### config.mk
export PLATFORM = sky130hd
export DESIGN_NAME = alu_mc
export DESIGN_NICKNAME = d
export VERILOG_FILES = /design/src/rtl/alu_mc.sv
export SDC_FILE = /design/constraint.sdc
export NUM_CORES = 1
export LEC_CHECK = 0
export CAP_MARGIN = 40
export CORE_ASPECT_RATIO = 1.1
export CORE_UTILIZATION = 50
export DETAILED_ROUTE_END_ITERATION = 7
export PLACE_DENSITY = 0.7
export SYNTH_ARGS = -nofsm -noshare
export SYNTH_HDL_FRONTEND = slang
export SYNTH_SLANG_ARGS = --single-unit
### constraint.sdc
create_clock -name clk -period 8.2 [get_ports clk]
set_input_delay 0.82 -clock clk [delete_from_list [all_inputs] [get_ports clk]]
set_output_delay 0.82 -clock clk [all_outputs]
set_load 0.005 [all_outputs]
### src/rtl/alu_mc.sv
// Multi-cycle ALU: single-cycle ops come from the combinational alu, and multiply
// is an N-step shift-add. All outputs are registered behind a valid/ready handshake.

package alu_types_pkg;
    typedef enum logic [2:0] {
        ALU_ADD = 3'd0,
        ALU_SUB = 3'd1,
        ALU_AND = 3'd2,
        ALU_OR  = 3'd3,
        ALU_XOR = 3'd4,
        ALU_SLL = 3'd5,
        ALU_SRL = 3'd6,
        ALU_SLT = 3'd7
    } alu_control_t;
endpackage

module alu
    import alu_types_pkg::*;
#(
    parameter int N = 32
) (
    input  logic [N-1:0]  a,
    input  logic [N-1:0]  b,
    input  alu_control_t  control,
    output logic [N-1:0]  result,
    output logic          overflow,
    output logic          zero,
    output logic          equal
);
    localparam int SW = $clog2(N);

    logic [SW-1:0] shamt;
    logic [N-1:0]  sum;
    logic [N-1:0]  diff;

    assign shamt = b[SW-1:0];
    assign sum   = a + b;
    assign diff  = a - b;

    // Overflow is signed overflow for ADD/SUB and 0 for every other operation.
    always_comb begin
        result   = '0;
        overflow = 1'b0;
        case (control)
            ALU_ADD: begin
                result   = sum;
                overflow = (a[N-1] == b[N-1]) && (sum[N-1] != a[N-1]);
            end
            ALU_SUB: begin
                result   = diff;
                overflow = (a[N-1] != b[N-1]) && (diff[N-1] != a[N-1]);
            end
            ALU_AND: result = a & b;
            ALU_OR:  result = a | b;
            ALU_XOR: result = a ^ b;
            ALU_SLL: result = a << shamt;
            ALU_SRL: result = a >> shamt;
            ALU_SLT: result = {{(N-1){1'b0}}, ($signed(a) < $signed(b))};
            default: result = '0;
        endcase
    end

    assign zero  = (result == '0);
    assign equal = (a == b);
endmodule

module alu_mc
    import alu_types_pkg::*;
#(
    parameter int N  = 32,
    parameter int CW = $clog2(N + 1)
) (
    input  logic          clk,
    input  logic          rst,
    input  logic          i_valid,
    output logic          i_ready,
    input  logic [N-1:0]  a,
    input  logic [N-1:0]  b,
    input  alu_control_t  control,
    input  logic          mul,
    output logic          o_valid,
    input  logic          o_ready,
    output logic [N-1:0]  result,
    output logic          overflow,
    output logic          zero,
    output logic          equal,
    output logic          busy
);
    typedef enum logic [1:0] {IDLE, MUL, DONE} state_t;

    state_t          state;
    state_t          state_next;
    logic [2*N-1:0]  acc;
    logic [2*N-1:0]  mcand;
    logic [2*N-1:0]  acc_step;
    logic [N-1:0]    mplier;
    logic [N-1:0]    op_a;
    logic [N-1:0]    op_b;
    logic [CW-1:0]   count;
    logic [N-1:0]    alu_result;
    logic            alu_overflow;
    logic            alu_zero;
    logic            alu_equal;
    logic            accept;
    logic            last_step;

    alu #(.N(N)) u_alu (
        .a        (a),
        .b        (b),
        .control  (control),
        .result   (alu_result),
        .overflow (alu_overflow),
        .zero     (alu_zero),
        .equal    (alu_equal)
    );

    assign accept    = i_valid && i_ready;
    assign acc_step  = mplier[0] ? (acc + mcand) : acc;
    assign last_step = (count == CW'(1));

    always_ff @(posedge clk) begin
        if (rst) state <= IDLE;
        else     state <= state_next;
    end

    always_comb begin
        state_next = state;
        i_ready    = 1'b0;
        o_valid    = 1'b0;
        busy       = 1'b0;
        case (state)
            IDLE: begin
                i_ready = !rst;
                if (i_valid && !rst) state_next = mul ? MUL : DONE;
            end
            MUL: begin
                busy = 1'b1;
                if (last_step) state_next = DONE;
            end
            DONE: begin
                busy    = 1'b1;
                o_valid = 1'b1;
                if (o_ready) state_next = IDLE;
            end
            default: state_next = IDLE;
        endcase
    end

    // Result registers only change on accept of a single-cycle op or on the last
    // multiply step, so they hold steady for the whole DONE stall.
    always_ff @(posedge clk) begin
        if (rst) begin
            acc      <= '0;
            mcand    <= '0;
            mplier   <= '0;
            count    <= '0;
            op_a     <= '0;
            op_b     <= '0;
            result   <= '0;
            overflow <= 1'b0;
            zero     <= 1'b0;
            equal    <= 1'b0;
        end else if (accept) begin
            op_a <= a;
            op_b <= b;
            if (mul) begin
                acc    <= '0;
                mcand  <= {{N{1'b0}}, a};
                mplier <= b;
                count  <= CW'(N);
            end else begin
                result   <= alu_result;
                overflow <= alu_overflow;
                zero     <= alu_zero;
                equal    <= alu_equal;
            end
        end else if (state == MUL) begin
            acc    <= acc_step;
            mcand  <= mcand << 1;
            mplier <= mplier >> 1;
            count  <= count - CW'(1);
            if (last_step) begin
                result   <= acc_step[N-1:0];
                overflow <= |acc_step[2*N-1:N];
                zero     <= (acc_step[N-1:0] == '0);
                equal    <= (op_a == op_b);
            end
        end
    end
endmodule

==> reports/qor.csv <==
metric,value,unit
Slew Limit Headroom,0.309,
"Seq/Total Area, Yosys",0.217,
crit path buf inv count,3,
TritonCTS clock tree,built,
FILL cells,4623,
WL met3,10900,um
die area,0.0502,sq mm
number of global-route vias before repair,25300,
Worst Hold Path Cells,2,
R2R cell count,14,
Leakage Power,10.4,nW
minimum clock period,5260,ps
number of remaining DRC errors,1,
r2r setup slk,3020,ps
largest family of logic cells by synthesized area,compound AO/OA/AOI/OAI gates,
# resized after CTS,0,
crit path kind,primary input to flip-flop,
Synth Instances,3326,
CTS H-tree depth,1,
Final HPWL DP,83500,um
Synth async-reset ratio,0,
multiplexer area fraction after synthesis,0.103,
CP arrival,5790,ps
wl on met1,41900,um
Critical Path RT,8730,ps
slew at the pin closest to its max-slew limit,1030,ps
share of post-route cells with drive strength above 1,0.0771,
core area,0.0482,sq mm
"leading cell types in the layout, fill and taps excluded","a21oi_1, nand2_1, nor2_1",
Worst Hold Path EP,result[19],
Die X-Extent,214,um
CP peak stage delay,840,ps
status,finished with violations,
PD cells,163,mW/mm^2
Post-CTS Setup Repair Bufs,0,
register bit total from synthesis,267,
most frequent CP cell,a211oi_1,
Max-cap violations,0,
count of final max-slew check failures,0,
Max Freq,0.190,GHz
Post-synth EDFFs,0,
Hold Startpoint,result[19],
Final TNS setup,0,ps
Synth Area per Inst,7.41,sq um
CTS Buffer Depth,3,
Crit path max-delay family,compound AO/OA/AOI/OAI gates,
Antenna Nets Post-Route,0,
Syn Nets,3566,
CTS buffer count,29,
"commonest non-fill, non-tap cell in the layout",a21oi_1,
initial antenna violation count,2,
Peak VDD IR,192,uV
Worst path slowest cell,clkdlybuf4s50_1,
clock root cell,clkbuf_16,
"Cell Chain, Critical Path",clkdlybuf4s50_1 -> inv_1 -> ha_1 -> o21a_1 -> a211oi_1 -> a211oi_1 -> buf_2 -> a211oi_1 -> o21ai_1 -> a21oi_1 -> o41ai_1 -> a21oi_1 -> xnor2_1 -> nand3_1 -> a211oi_1 -> o31a_1,
Crit. End Element,flip-flop,
prevailing post-synth register cell,dfxtp_1,
fin crit share,0.642,
Top Layer Used,met5,
wire per inst,28.4,um
Synth-to-Final Area Change,9.57,%
largest net degree at the start of global routing,100,
Port Buffers,109,
Initial Util,0.511,
metal2 WL,49800,um
XOR/XNOR share of the synthesized area,0.0401,
Synth Area in Compound Gates,0.290,
Worst-Skew Late Latency,590,ps
worst hold-check path type,flip-flop to flip-flop,
Synth Area in Simple Gates,0.199,
Detailed Route Iter0 Violations,3229,
Antenna Cells,0,
FF-to-FF End,overflow,
crit start category,primary input,
count of different cell masters after synthesis,91,
clk sinks,267,
Final Skew,18.8,ps
failing checks,DRC,
total grt overflow,0,
Final Util,0.560,
mapped cell area,0.0247,sq mm
Yosys warning count,0,
Final #Nets,3497,
routability cong.,1.07,
first-pass GRT wire length,161000,um
clock slew at reported path FFs,60,ps
total track usage,0.429,
CP Max Fanout,13,
cts hold-fix bufs,0,
vias per cell,6.93,
final hold violation count,0,
Die Span Y,235,um
IO Pins,110,
row count,84,
endpoints failing setup,0,
DR vias,27200,
RSZ-0062 raised after global routing,no,
post-synthesis adder-cell area fraction,0.0862,
WL final,112000,um
TritonRoute pass-1 iters,8,
RR Startpoint,mcand[0],
area by class of cell:
cell class,instances,area (sq um),area share
Tap cell,645,807,0.0299
Timing Repair Buffer,173,1590,0.0590
Multi-Input combinational cell,2658,17800,0.658
Clock inverter,18,215,0.00797
Inverter,128,480,0.0178
Clock buffer,36,802,0.0297
Sequential cell,267,5350,0.198
worst min-delay path, stage by stage (launching register included):
cell and delay, ps:
dfxtp_1 310, nand2_1 50, a21oi_1 50
where the power goes:
group / internal [mW] / leakage [nW] / total, mW / switching (mW)
clock network: 0.801 / 0.492 / 1.41 / 0.611
registers: 1.38 / 2.16 / 1.45 / 0.0753
logic: 0.487 / 7.70 / 1.53 / 1.04
sequential cells by signal, indices dropped and copies added (netlist names):
signal and flops:
zero 1, mcand 64, mplier 32, overflow 1, state 2, op_b 32, equal 1, acc 64
op_a 32, count 6, result 32
synthesized netlist by cell type (12+ instances only):
library cell	number	share of area
a211oi_1	40	0.012
a21o_1	49	0.015
a21oi_1	413	0.084
a221oi_1	23	0.0082
a22oi_1	155	0.047
a31oi_1	46	0.012
and2_1	12	0.0030
and3_1	24	0.0061
buf_1	31	0.0047
buf_2	24	0.0049
clkbuf_1	211	0.032
dfxtp_1	267	0.22
ha_1	165	0.084
inv_1	121	0.018
mux2_2	28	0.013
mux2i_1	62	0.025
mux4_2	64	0.058
nand2_1	407	0.062
nand2b_1	22	0.0056
nand3_1	69	0.014
nand4_1	43	0.011
nor2_1	365	0.056
nor2b_1	18	0.0046
nor3_1	61	0.012
nor4_1	21	0.0053
o211ai_1	37	0.011
o21a_1	16	0.0049
o21ai_0	101	0.021
o21ai_1	32	0.0065
o21bai_1	23	0.0070
o221ai_1	12	0.0043
o22ai_1	37	0.0094
o31ai_1	16	0.0049
or3_1	15	0.0038
xnor2_1	68	0.024
xor2_1	45	0.016
stage by stage:
stage               total power, mW  hold WS, ps  area (sq um)  cells  setup WS, ps
global placement               2.93          441         25900   3862          2530
CTS                            4.35          457         27000   3924          3140
global route                   4.53          469         27000   3925          2860
finish                         4.40          457         27000   3925          2940
detailed placement             2.95          449         26000   3870          2520
floorplan                      2.40          437         24700   3326          3390
metal layers:
layer / up-vias / GRT usage
li1: 12000 / -
met1: 13100 / 0.534
met2: 1713 / 0.664
met3: 376 / 0.0811
met4: 4 / 0.300
met5: - / 0
worst max-delay path by stage:
stage	start	to	slack, ps	depth (start not counted)
4_1_cts	a[2]	overflow	3140	16
5_1_grt	mcand[0]	overflow	2860	14
3_5_place_dp	a[10]	overflow	2520	15
6_report	a[2]	overflow	2940	16
3_3_place_gp	a[10]	overflow	2530	15
2_1_floorplan	b[3]	result[23]	3390	17
cell families after synthesis:
family          count (synthesis)
flops                         267
buf+inv                       401
compound gates               1111
xor+xnor                      113
simple gates                 1104
mux                           162
fa+ha+maj                     168
No activity file was read; power rests on OpenSTA's default activity.
